`src/rtl/adc_frame_if.sv`:
```
// Sample stream interface from the ADC capture sequencer to the FFT input.
interface adc_frame_if #(
    parameter int unsigned DATAWIDTH = 14
);
    logic [DATAWIDTH-1:0] m_tdata_o;
    logic                 m_tvalid_o;
    logic                 m_tready_i;
    logic                 m_tlast_o;
    logic                 m_tuser_o;

    modport master (
        output m_tdata_o,
        output m_tvalid_o,
        output m_tlast_o,
        output m_tuser_o,
        input  m_tready_i
    );

    modport slave (
        input  m_tdata_o,
        input  m_tvalid_o,
        input  m_tlast_o,
        input  m_tuser_o,
        output m_tready_i
    );
endinterface

```
`src/rtl/adc_frame_ctrl.sv`:
```
// ADC capture sequencer: offset-binary to two's complement, channel select, fixed-length frames.
// Optional macro ADC_FRAME_TRIG_EN adds the WAIT_TRIG state; otherwise arm starts streaming directly.
module adc_frame_ctrl #(
    parameter int unsigned DATAWIDTH    = 14,
    parameter int unsigned FFT_LEN_LOG2 = 10
) (
    input  logic                 adc_clk_i,
    input  logic                 adc_rstn_i,
    input  logic [DATAWIDTH-1:0] adc_a_i,
    input  logic [DATAWIDTH-1:0] adc_b_i,
    input  logic [1:0]           ch_sel_i,
    input  logic [7:0]           frames_i,
    input  logic                 arm_i,
    input  logic                 trig_i,
    input  logic                 abort_i,
    adc_frame_if.master          m_axis,
    output logic                 busy_o,
    output logic                 overflow_o,
    output logic                 done_o
);
    localparam int unsigned IDX_W = FFT_LEN_LOG2;
    localparam int unsigned CNT_W = 8;
    localparam logic [IDX_W-1:0] IDX_LAST = '1;

    typedef enum logic [1:0] {
        S_IDLE      = 2'd0,
        S_WAIT_TRIG = 2'd1,
        S_STREAM    = 2'd2,
        S_DRAIN     = 2'd3
    } state_t;

    state_t               r_state,    w_state_nxt;
    logic [DATAWIDTH-1:0] r_tdata,    w_tdata_nxt;
    logic                 r_tvalid,   w_tvalid_nxt;
    logic                 r_tlast,    w_tlast_nxt;
    logic                 r_tuser,    w_tuser_nxt;
    logic                 r_busy,     w_busy_nxt;
    logic                 r_overflow, w_overflow_nxt;
    logic                 r_done,     w_done_nxt;
    logic [IDX_W-1:0]     r_idx,      w_idx_nxt;
    logic [CNT_W-1:0]     r_frame_cnt, w_frame_cnt_nxt;
    logic [CNT_W-1:0]     r_frames,   w_frames_nxt;
    logic                 r_alt,      w_alt_nxt;
    logic                 r_ch,       w_ch_nxt;

    logic [DATAWIDTH-1:0] w_conv_a;
    logic [DATAWIDTH-1:0] w_conv_b;
    logic                 w_writable;
    logic [CNT_W-1:0]     w_frame_inc;
    logic                 w_start;

    assign w_conv_a    = {~adc_a_i[DATAWIDTH-1], adc_a_i[DATAWIDTH-2:0]};
    assign w_conv_b    = {~adc_b_i[DATAWIDTH-1], adc_b_i[DATAWIDTH-2:0]};
    assign w_writable  = !r_tvalid || m_axis.m_tready_i;
    assign w_frame_inc = r_frame_cnt + CNT_W'(1);

`ifdef ADC_FRAME_TRIG_EN
    assign w_start = trig_i;
`else
    logic w_unused_trig;
    assign w_unused_trig = trig_i;
    assign w_start       = 1'b1;
`endif

    // Next-state and next-output logic; abort overrides everything at the end.
    always_comb begin
        w_state_nxt     = r_state;
        w_tdata_nxt     = r_tdata;
        w_tvalid_nxt    = r_tvalid;
        w_tlast_nxt     = r_tlast;
        w_tuser_nxt     = r_tuser;
        w_overflow_nxt  = r_overflow;
        w_done_nxt      = 1'b0;
        w_idx_nxt       = r_idx;
        w_frame_cnt_nxt = r_frame_cnt;
        w_frames_nxt    = r_frames;
        w_alt_nxt       = r_alt;
        w_ch_nxt        = r_ch;

        case (r_state)
            S_IDLE: begin
                if (arm_i) begin
                    w_frames_nxt    = frames_i;
                    w_alt_nxt       = (ch_sel_i == 2'b10);
                    w_ch_nxt        = (ch_sel_i == 2'b01);
                    w_overflow_nxt  = 1'b0;
                    w_idx_nxt       = '0;
                    w_frame_cnt_nxt = '0;
`ifdef ADC_FRAME_TRIG_EN
                    w_state_nxt     = S_WAIT_TRIG;
`else
                    w_state_nxt     = S_STREAM;
`endif
                end
            end
            S_WAIT_TRIG: begin
                if (w_start) begin
                    w_state_nxt = S_STREAM;
                end
            end
            S_STREAM: begin
                if (!w_writable) begin
                    // Downstream stalled while samples keep arriving: capture is lost.
                    w_overflow_nxt = 1'b1;
                    w_tvalid_nxt   = 1'b0;
                    w_state_nxt    = S_IDLE;
                end else begin
                    w_tdata_nxt  = r_ch ? w_conv_b : w_conv_a;
                    w_tuser_nxt  = r_ch;
                    w_tvalid_nxt = 1'b1;
                    w_tlast_nxt  = (r_idx == IDX_LAST);
                    w_idx_nxt    = r_idx + IDX_W'(1);
                    if (r_idx == IDX_LAST) begin
                        w_frame_cnt_nxt = w_frame_inc;
                        if (r_alt) begin
                            w_ch_nxt = ~r_ch;
                        end
                        if ((r_frames != '0) && (w_frame_inc == r_frames)) begin
                            w_state_nxt = S_DRAIN;
                        end
                    end
                end
            end
            S_DRAIN: begin
                if (w_writable) begin
                    w_tvalid_nxt = 1'b0;
                    w_done_nxt   = 1'b1;
                    w_state_nxt  = S_IDLE;
                end
            end
            default: w_state_nxt = S_IDLE;
        endcase

        if (abort_i) begin
            w_state_nxt    = S_IDLE;
            w_tvalid_nxt   = 1'b0;
            w_done_nxt     = 1'b0;
            w_overflow_nxt = r_overflow;
        end
    end

    assign w_busy_nxt = (w_state_nxt != S_IDLE);

    always_ff @(posedge adc_clk_i or negedge adc_rstn_i) begin
        if (!adc_rstn_i) begin
            r_state     <= S_IDLE;
            r_tdata     <= '0;
            r_tvalid    <= 1'b0;
            r_tlast     <= 1'b0;
            r_tuser     <= 1'b0;
            r_busy      <= 1'b0;
            r_overflow  <= 1'b0;
            r_done      <= 1'b0;
            r_idx       <= '0;
            r_frame_cnt <= '0;
            r_frames    <= '0;
            r_alt       <= 1'b0;
            r_ch        <= 1'b0;
        end else begin
            r_state     <= w_state_nxt;
            r_tdata     <= w_tdata_nxt;
            r_tvalid    <= w_tvalid_nxt;
            r_tlast     <= w_tlast_nxt;
            r_tuser     <= w_tuser_nxt;
            r_busy      <= w_busy_nxt;
            r_overflow  <= w_overflow_nxt;
            r_done      <= w_done_nxt;
            r_idx       <= w_idx_nxt;
            r_frame_cnt <= w_frame_cnt_nxt;
            r_frames    <= w_frames_nxt;
            r_alt       <= w_alt_nxt;
            r_ch        <= w_ch_nxt;
        end
    end

    assign m_axis.m_tdata_o  = r_tdata;
    assign m_axis.m_tvalid_o = r_tvalid;
    assign m_axis.m_tlast_o  = r_tlast;
    assign m_axis.m_tuser_o  = r_tuser;
    assign busy_o            = r_busy;
    assign overflow_o        = r_overflow;
    assign done_o            = r_done;
endmodule

```
`src/flat_wrapper.sv`:
```
// flat-port wrapper written by rule: the top's interface ports become plain ports
module adc_frame_ctrl_flat 
#(
    parameter int unsigned DATAWIDTH    = 14,
    parameter int unsigned FFT_LEN_LOG2 = 10
)
  (adc_clk_i, adc_rstn_i, adc_a_i, adc_b_i, ch_sel_i, frames_i, arm_i, trig_i, abort_i, busy_o, overflow_o, done_o, m_axis_m_tdata_o, m_axis_m_tvalid_o, m_axis_m_tlast_o, m_axis_m_tuser_o, m_axis_m_tready_i);
  adc_frame_if #(.DATAWIDTH(DATAWIDTH)) m_axis_i ();
  input  logic adc_clk_i;
  input  logic adc_rstn_i;
  input  logic [DATAWIDTH-1:0] adc_a_i;
  input  logic [DATAWIDTH-1:0] adc_b_i;
  input  logic [1:0] ch_sel_i;
  input  logic [7:0] frames_i;
  input  logic arm_i;
  input  logic trig_i;
  input  logic abort_i;
  output logic busy_o;
  output logic overflow_o;
  output logic done_o;
  output wire logic [$bits(m_axis_i.m_tdata_o)-1:0] m_axis_m_tdata_o;
  output wire logic [$bits(m_axis_i.m_tvalid_o)-1:0] m_axis_m_tvalid_o;
  output wire logic [$bits(m_axis_i.m_tlast_o)-1:0] m_axis_m_tlast_o;
  output wire logic [$bits(m_axis_i.m_tuser_o)-1:0] m_axis_m_tuser_o;
  input wire logic [$bits(m_axis_i.m_tready_i)-1:0] m_axis_m_tready_i;
  assign m_axis_m_tdata_o = m_axis_i.m_tdata_o;
  assign m_axis_m_tvalid_o = m_axis_i.m_tvalid_o;
  assign m_axis_m_tlast_o = m_axis_i.m_tlast_o;
  assign m_axis_m_tuser_o = m_axis_i.m_tuser_o;
  assign m_axis_i.m_tready_i = m_axis_m_tready_i;
  adc_frame_ctrl #(.DATAWIDTH(DATAWIDTH), .FFT_LEN_LOG2(FFT_LEN_LOG2)) u_core (.adc_clk_i(adc_clk_i), .adc_rstn_i(adc_rstn_i), .adc_a_i(adc_a_i), .adc_b_i(adc_b_i), .ch_sel_i(ch_sel_i), .frames_i(frames_i), .arm_i(arm_i), .trig_i(trig_i), .abort_i(abort_i), .m_axis(m_axis_i), .busy_o(busy_o), .overflow_o(overflow_o), .done_o(done_o));
endmodule
```
`config.mk`:
```
export PLATFORM = sky130hd
export DESIGN_NAME = adc_frame_ctrl_flat
export DESIGN_NICKNAME = d
export VERILOG_FILES = /design/src/rtl/adc_frame_if.sv /design/src/rtl/adc_frame_ctrl.sv /design/src/flat_wrapper.sv
export SDC_FILE = /design/constraint.sdc
export NUM_CORES = 1
export LEC_CHECK = 0
export ABC_AREA = 1
export ABC_CLOCK_PERIOD_IN_PS = 2390
export BUFFER_PORTS_ARGS = -buffer_cell sky130_fd_sc_hd__buf_2
export CORE_MARGIN = 5
export CORE_UTILIZATION = 57
export CTS_CLUSTER_SIZE = 8
export DETAILED_ROUTE_END_ITERATION = 16
export PLACE_DENSITY = 0.85
export SYNTH_ARGS = -nofsm -noshare
export SYNTH_HDL_FRONTEND = slang
export SYNTH_SLANG_ARGS = --single-unit
export TNS_END_PERCENT = 30
```
`constraint.sdc`:
```
create_clock -name adc_clk_i -period 2.39 [get_ports adc_clk_i]
set_input_delay 0.239 -clock adc_clk_i [delete_from_list [all_inputs] [get_ports adc_clk_i]]
set_output_delay 0.239 -clock adc_clk_i [all_outputs]
set_load 0.01 [all_outputs]
```
Word-level counts from Yosys, hierarchy flattened
Cells that the tools add are included.

operators by class
  $add $sub $neg = 2
  equality and inequality tests = 13
  multiplexer cells = 29
  bitwise operators = 4
  reduce and logical (&&, ||, !) cells = 15

operator list
  kind                   number
  $mux 8                 3
  $mux 10                2
  $pmux 10 s2            1
  $pmux 8 s2             1
  $mux 14                1
  $mux 2                 6
  $mux 1                 11
  $add 10x1->10 const B  1
  $eq 10x10->1 const B   1
  $add 8x1->8 const B    1
  $eq 8x8->1             1
  $pmux 2 s4             1
  $reduce_and 4->1       2
  $reduce_bool 8->1      1
  $eq 2x2->1 const B     3
  $ne 2x1->1 const B     3
  $pmux 1 s2             3
  $reduce_and 2->1       3
  $reduce_and 5->1       1
  $eq 2x1->1 const B     2
  $ne 2x2->1 const B     2
  $not 1->1              4
  $reduce_bool 2->1      2
  $ne 3x2->1 const B     1
  6 further kinds        6

storage, ports and cells
  register bits = 50
  input bits = 44
  output and inout bits = 20
  word-level logic and storage cells = 76

Depth between registers and ports, before layout
Gate-level depths: netlist (run 1).

  depth after elaboration = 9
  depth in mapped cells = 11
  mapped depth without buffers = 11

Least setup slack after synthesis (run 1)
Ideal clock, no wire load.

  path kind = reg-to-reg
  start point = register u_core.r_frame_cnt[0]
  end point = register u_core.r_state[0]
  setup time = 0.073 ns
  data arrival time = 1.355 ns
  required time = 2.317 ns
  setup slack = 0.962 ns
  cell stages (with the launch flop) = 12
  path buffers = 0
  period minus slack after synthesis = 1.428 ns
  path through = dfrtp_1 -> ha_1 -> nand3_1 -> nor2_1 -> inv_1 -> nand2_1 -> nand2_1 -> nand2_1 -> nand2_1 -> nor2_1 -> nand3_1 -> a21oi_2

on the way
  word-level cells in the longest chain between the ends = 8

ends and longest elaborated chain
  element                    line                   text
  start: declaration         adc_frame_ctrl.sv:41   logic [CNT_W-1:0] r_frame_cnt, w_frame_cnt_nxt;
  start signal: assignment   adc_frame_ctrl.sv:169  r_frame_cnt <= w_frame_cnt_nxt;
  $add 8x1->8                adc_frame_ctrl.sv:55   assign w_frame_inc = r_frame_cnt + CNT_W'(1);
  $eq 8x8->1                 adc_frame_ctrl.sv:118  if ((r_frames != '0) && (w_frame_inc == r_frames)) begin
  $logic_and 1x1->1          adc_frame_ctrl.sv:118
  $mux 2                     adc_frame_ctrl.sv:118
  $mux 2                     adc_frame_ctrl.sv:113  if (r_idx == IDX_LAST) begin
  $mux 2                     adc_frame_ctrl.sv:102  if (!w_writable) begin
  $pmux 2 s4                 adc_frame_ctrl.sv:80   case (r_state)
  $mux 2                     adc_frame_ctrl.sv:134  if (abort_i) begin
  net u_core.w_state_nxt[0]  adc_frame_ctrl.sv:32   state_t r_state, w_state_nxt;
  end signal: assignment     adc_frame_ctrl.sv:160  r_state <= w_state_nxt;
  end: declaration           adc_frame_ctrl.sv:32

The timed path passes the listed nets, and every way through them passes these cells.
A chain may end at the register's enable or synchronous reset.

Worst setup path in the final report (run 1)
Ends and elaborated chain as after synthesis.

==> flow_metrics.env, run 1 <==
export IMPL_post_route_min_period_ns=1.766
export IMPL_finalClockSkew_ns=0.006309
export IMPL_dr_pass1_iters=5
export IMPL_yosysSeqAreaShare=0.4970
export IMPL_leakagePower_nw=1.473
export IMPL_area_delta_synth_final_pct=19.09
export IMPL_cp_required_ns=2.63
export IMPL_status="finished clean"
export IMPL_arrival_ns=2.00
export IMPL_yosys_area_top_type_share=0.4970
export IMPL_gp_congestion=0.8822
export IMPL_grt_max_degree=28
export IMPL_yosys_area_top_type="dfrtp_1"
export IMPL_postSynthAreaPerCell_um2=7.916
export IMPL_postCtsSetupBuffers=0
export IMPL_holdWs_ns=0.1227
export IMPL_dieArea_um2=5845
export IMPL_multi_input_area_um2=1096
export IMPL_clock_sinks=50
export IMPL_final_cell_area_um2=2998
export IMPL_tightest_slew_ns=0.5147
export IMPL_clockBufferDepth=2
export IMPL_synth_warnings=0
export IMPL_critPathMaxFanout=8
export IMPL_synth_seq_cells=50
export IMPL_slew_headroom=0.6569
export IMPL_antennaDiodeCount=0
export IMPL_r2r_cells=11
export IMPL_die_w_um=76.46
export IMPL_start_util=0.5822
export IMPL_cts_resized=0
export IMPL_cts_buffers=5
export IMPL_cts_tree="built"
export IMPL_critical_path_class="register to register"
export IMPL_ios=64
export IMPL_avgViaCountPerCell=5.219
export IMPL_layout_common_cells="nand2_1 (96), buf_2 (62), dfrtp_1 (50)"
export IMPL_syn_num_nets=364
export IMPL_seqCellArea_um2=1251
export IMPL_netlist_top_cells_area="dfrtp_1 (50%), nand2_1 (14%), nor2_1 (6.1%), inv_1 (4.0%), a31oi_1 (3.7%)"
export IMPL_grt_pass1_vias=2296
export IMPL_dpl_worst_slack_ns=0.6602
export IMPL_ys_types=31
export IMPL_drc_errors=0
export IMPL_finalWorstSetupSlack_ns=0.6237
export IMPL_grt_overflow=0
export IMPL_drtIter0Drc=181
export IMPL_hold_depth=3
export IMPL_min_period_over_period=0.7390
export IMPL_cts_max_level=2
export IMPL_finalHoldViolations=0
export IMPL_worstSetupStartpointType="register"
export IMPL_finalSetupTns_ns=0
export IMPL_wirelength_mm=5.712
export IMPL_fin_total_pwr_w=0.002026
export IMPL_layout_drive_gt1_share=0.2403
export IMPL_die_h_um=76.46
export IMPL_vias=2291
export IMPL_max_cap_violations=0
export IMPL_core_area_um2=4324
export IMPL_mostFrequentLayoutCell="nand2_1"
export IMPL_antenna_found_initial=0
export IMPL_synthCells=318
export IMPL_min_path_type="input pin to register"
export IMPL_grt_pass1_wl_mm=10.05
export IMPL_ir_worst_vdd_v=0.0004707
export IMPL_clkSlewWorstSetupHoldPaths_ns=0.09
export IMPL_clk_latency_ns=0.31
export IMPL_drtAntennaViolNets=0
export IMPL_hpwl_mm=4.235
export IMPL_rsz0062_at_grt="no"
export IMPL_cp_end_kind="register"
export IMPL_powerDensity_nw_per_um2=675.7
export IMPL_slew_violations=0
export IMPL_root_buffer="clkbuf_8"
export IMPL_postCtsHoldBufs=1
export IMPL_io_buffer_count=62
export IMPL_final_nets=432
export IMPL_num_fill_cells=347
export IMPL_dpl_cell_area_um2=2897
export IMPL_grt_usage=0.2067
export IMPL_setup_viol=0
export IMPL_wl_per_cell_um=13.01
export IMPL_num_rows=24
export IMPL_fmax_mhz=566.2
export IMPL_syn_cell_area_um2=2517
[critical path: stages, from the launching register on]
cell	delay [ns]
dfrtp_1	0.47
ha_1	0.26
nand3_1	0.12
nor2_1	0.15
inv_1	0.05
nand2_1	0.07
nand2_1	0.08
nand2_1	0.06
nand2_1	0.04
nor2_1	0.08
nand3_1	0.16
a21oi_2	0.15
[path summary, 6_finish.rpt]
path	to	start	slack, ns
worst max-delay path	u_core.r_state[0]	u_core.r_frame_cnt[0]	0.62
worst min-delay path	u_core.r_frames[3]	frames_i[3]	0.12
worst max register to register	u_core.r_state[0]	u_core.r_frame_cnt[0]	0.62
worst min register to register	u_core.m_axis.m_tdata_o[13]	u_core.m_axis.m_tdata_o[13]	0.49
max in group asynchronous	u_core.r_idx[8]	adc_rstn_i	1.37
min in group asynchronous	u_core.r_frames[2]	adc_rstn_i	0.43
[registers in the layout, summed over array words and instances, names as in the netlist]
| signal | flops |
|---|---|
| u_core.m_axis.m_tdata_o | 14 |
| u_core.r_idx | 10 |
| u_core.r_frame_cnt | 8 |
| u_core.r_frames | 8 |
| u_core.r_state | 2 |
| u_core.busy_o | 1 |
| u_core.done_o | 1 |
| u_core.m_axis.m_tlast_o | 1 |
| u_core.m_axis.m_tuser_o | 1 |
| u_core.m_axis.m_tvalid_o | 1 |
| u_core.overflow_o | 1 |
| u_core.r_alt | 1 |
| u_core.r_ch | 1 |
[cells in the mapped netlist]
master / instances
a21oi_2: 1
o31ai_1: 1
nand2_1: 96
xnor2_1: 1
nor3_1: 3
inv_2: 6
buf_2: 3
nand3_1: 13
nand4_2: 1
nor2_4: 4
nor2_1: 41
clkbuf_1: 3
nand4_1: 4
inv_1: 27
nand2_2: 2
a21oi_1: 9
nor3b_1: 1
o22ai_1: 7
xor2_1: 2
a31oi_1: 15
buf_4: 1
nand3_4: 1
o21ai_0: 15
inv_6: 1
nand3b_1: 3
clkinv_1: 1
o211ai_1: 1
dfrtp_1: 50
nor2_2: 1
nor3_2: 2
ha_1: 2
[area by class of cell]
class                           count  area share
Tap cell                           52     0.02170
Sequential cell                    50      0.4174
Clock buffer                        7     0.02880
Inverter                           35     0.04549
Clock inverter                      1    0.001669
Timing Repair Buffer               68      0.1194
Multi-Input combinational cell    226      0.3656
[metrics by stage]
| stage | util | instances |
|---|---|---|
| final | 0.6933 | 439 |
| after global routing | 0.6933 | 439 |
| after CTS | 0.6933 | 439 |
| after detailed placement | 0.6699 | 430 |
| after global placement | 0.6699 | 430 |
| after floorplan | - | 318 |
[power breakdown]
part           internal (W)  switching, W
Sequential         0.000958     0.0000872
Clock              0.000234      0.000277
Combinational      0.000192      0.000277
[routing by layer]
layer	global-route usage	routed length, um	vias up	part of all wire
met5	0	0	-	0
met4	0.06818	65	0	0.011
met3	0.03783	249	7	0.044
met2	0.3613	2919	51	0.51
met1	0.2559	2477	1065	0.43
li1	-	-	1168	-
[kinds of logic after synthesis]
family / share of synthesized area
xor gates and xnor gates: 0.01044
DFF: 0.4970
buffers and inverters: 0.06759
and+or+nand+nor: 0.3032
AOI/OAI and AO/OA: 0.1118
adders and majority gates: 0.009939
Power figures use the tool's default switching activity.
==> inputs of run 2 (changes only) <==
Settings changed: ABC_CLOCK_PERIOD_IN_PS 2390 to 1500, CORE_UTILIZATION 57 to 48, PLACE_DENSITY 0.85 to 0.76.
Clock period 2.39 ns to 1.5 ns, I/O delays scaled along.
==> run 2 against run 1 <==
  * The flow now finishes with violations (setup timing)
  * Via count increased by 4.1%
  * Register-to-register slack lost 0.66 ns
  * Fmax grew 15%
  * Count of clock-buffer cells in the layout decreased by 2
  * Non-clock buffer count is 18 higher
  * Core utilization decreased by 4.5 points
  * Critical path depth stayed put
  * Cell count is 8.2% higher
  * First-iteration DRC count shrank 49%
  * Power rose by 80%
  * Global-route usage down 1.3 points
  * Worst setup slack worse by 0.66 ns
  * Highest routed layer unchanged
==> flow_metrics.env, run 2 (synthesized netlist as in run 1, its figures left out) <==
export IMPL_status="complete, but fails checks"
export IMPL_violations="setup timing"
export IMPL_final_cell_area_um2=3311
export IMPL_min_period_over_period=1.022
export IMPL_ios=64
export IMPL_grt_usage=0.1940
export IMPL_ir_worst_vdd_v=0.0008027
export IMPL_wl_per_cell_um=13.00
export IMPL_max_cap_violations=0
export IMPL_post_route_min_period_ns=1.532
export IMPL_cp_end_kind="register"
export IMPL_largest_register_ffs=14
export IMPL_grt_pass1_vias=2264
export IMPL_slew_violations=0
export IMPL_finalWorstSetupSlack_ns=-0.03236
export IMPL_antenna_found_initial=0
export IMPL_fmax_mhz=652.6
export IMPL_cp_required_ns=1.75
export IMPL_min_path_type="input pin to register"
export IMPL_finalClockSkew_ns=0.002955
export IMPL_root_buffer="clkbuf_8"
export IMPL_clockBufferDepth=2
export IMPL_worst_path_largest_cell_delay_ns=0.46
export IMPL_dr_pass1_iters=4
export IMPL_cp_buffers_inverters=3
export IMPL_io_buffer_count=62
export IMPL_leakagePower_nw=1.605
export IMPL_clock_sinks=50
export IMPL_layout_drive_gt1_share=0.3210
export IMPL_antennaDiodeCount=0
export IMPL_clk_latency_ns=0.31
export IMPL_p_switching_w=0.001080
export IMPL_p_comb_frac=0.236
export IMPL_clkSlewWorstSetupHoldPaths_ns=0.09
export IMPL_holdWs_ns=0.02610
export IMPL_finalHoldViolations=0
export IMPL_hpwl_mm=4.393
export IMPL_seqPwrFrac=0.451
export IMPL_start_util=0.4929
export IMPL_cts_max_level=2
export IMPL_drtAntennaViolNets=0
export IMPL_tightest_slew_ns=0.2834
export IMPL_clockPowerShare=0.313
export IMPL_core_area_um2=5107
export IMPL_dpl_cell_area_um2=3037
export IMPL_die_h_um=82.42
export IMPL_cts_buffers=5
export IMPL_path_cells="buf_6, buf_6, nand2_2, inv_2, nor2_1, nand2_1, nor2_1, nand4_1, nor2_1, nand3_1, a21oi_2"
export IMPL_layout_common_cells="nand2_1 (94), buf_2 (62), dfrtp_1 (48)"
export IMPL_internal_power_w=0.002557
export IMPL_num_rows=26
export IMPL_wirelength_mm=6.177
export IMPL_worst_path_most_repeated_cell="nor2_1"
export IMPL_grt_pass1_wl_mm=10.03
export IMPL_slew_headroom=0.8099
export IMPL_rsz0062_at_grt="yes"
export IMPL_drc_errors=0
export IMPL_slowest_stage="dfrtp_2"
export IMPL_gp_congestion=0.8814
export IMPL_grt_max_degree=51
export IMPL_mostFrequentLayoutCell="nand2_1"
export IMPL_drtIter0Drc=92
export IMPL_area_delta_synth_final_pct=31.51
export IMPL_worstSetupStartpointType="register"
export IMPL_critical_path_class="register to register"
export IMPL_cts_tree="built"
export IMPL_powerDensity_nw_per_um2=1098
export IMPL_grt_overflow=0
export IMPL_dieArea_um2=6793
export IMPL_avgViaCountPerCell=5.023
export IMPL_critPathMaxFanout=4
export IMPL_arrival_ns=1.78
export IMPL_die_w_um=82.42
export IMPL_critPathTopFamily="simple AND/OR/NAND/NOR gates"
export IMPL_post_route_util=0.6482
export IMPL_final_nets=450
export IMPL_switching_share=0.2969
export IMPL_vias=2386
export IMPL_setup_viol=1
## run 2: layout make-up
| class | instances | area, um^2 |
|---|---|---|
| Clock buffer | 5 | 68.82 |
| Timing Repair Buffer | 86 | 513.0 |
| Multi-Input combinational cell | 226 | 1177 |
| Tap cell | 70 | 87.58 |
| Sequential cell | 50 | 1254 |
| Inverter | 35 | 141.4 |
| Clock inverter | 3 | 68.82 |
| Fill cell | 449 | 1797 |
## run 2: final timing paths
kind / start / to / slack (ns) / depth (start not counted)
worst min register to register: u_core.m_axis.m_tdata_o[13] / u_core.m_axis.m_tdata_o[13] / 0.47 / 2
worst min-delay path: frames_i[3] / u_core.r_frames[3] / 0.03 / 3
min in group asynchronous: adc_rstn_i / u_core.r_frames[3] / 0.35 / 3
worst max-delay path: u_core.r_frame_cnt[0] / u_core.r_state[0] / -0.03 / 11
max in group asynchronous: adc_rstn_i / u_core.r_frame_cnt[1] / 0.88 / 3
worst max register to register: u_core.r_frame_cnt[0] / u_core.r_state[0] / -0.03 / 11
## run 2: metal layers
metal	part of all wire	GRT usage	up-vias	routed length, um
li1	-	-	1206	-
met1	0.40	0.2352	1116	2498
met2	0.52	0.3373	57	3236
met3	0.056	0.04121	7	349
met4	0.015	0.07143	0	93
met5	0	0	-	0
## run 2: repair_timing
item	4_1_cts	5_1_grt
endpoints found under the setup margin	2	14
hold buffers	1	0
setup buffers	1	3
pin swaps	1	3
gates resized for setup	3	25
endpoints found under the hold margin	50	0
## run 2: tightest hold or removal path: stages
cell,delay [ns]
buf_2,0.07
nand2_1,0.04
nand2_1,0.04
## run 2: per-stage QoR
step | instances | power (W) | setup TNS, ns | worst slack (ns)
4_1_cts | 472 | 0.003630 | -0.05570 | -0.03826
2_1_floorplan | 318 | 0.002113 | 0 | 0.07186
5_1_grt | 475 | 0.003847 | -0.4538 | -0.2046
3_5_place_dp | 462 | 0.002490 | -0.07443 | -0.07443
6_report | 475 | 0.003637 | -0.03236 | -0.03236
3_3_place_gp | 462 | 0.002463 | 0 | 0.01886
## run 2: power by group through the flow
stage,clock (W),combinational [W],sequential [W]
3_3_place_gp,0,0.000811,0.00165
2_1_floorplan,0,0.000393,0.00172
4_1_cts,0.00116,0.000834,0.00164
3_5_place_dp,0,0.000830,0.00166
6_report,0.00114,0.000859,0.00164
5_1_grt,0.00123,0.000955,0.00167
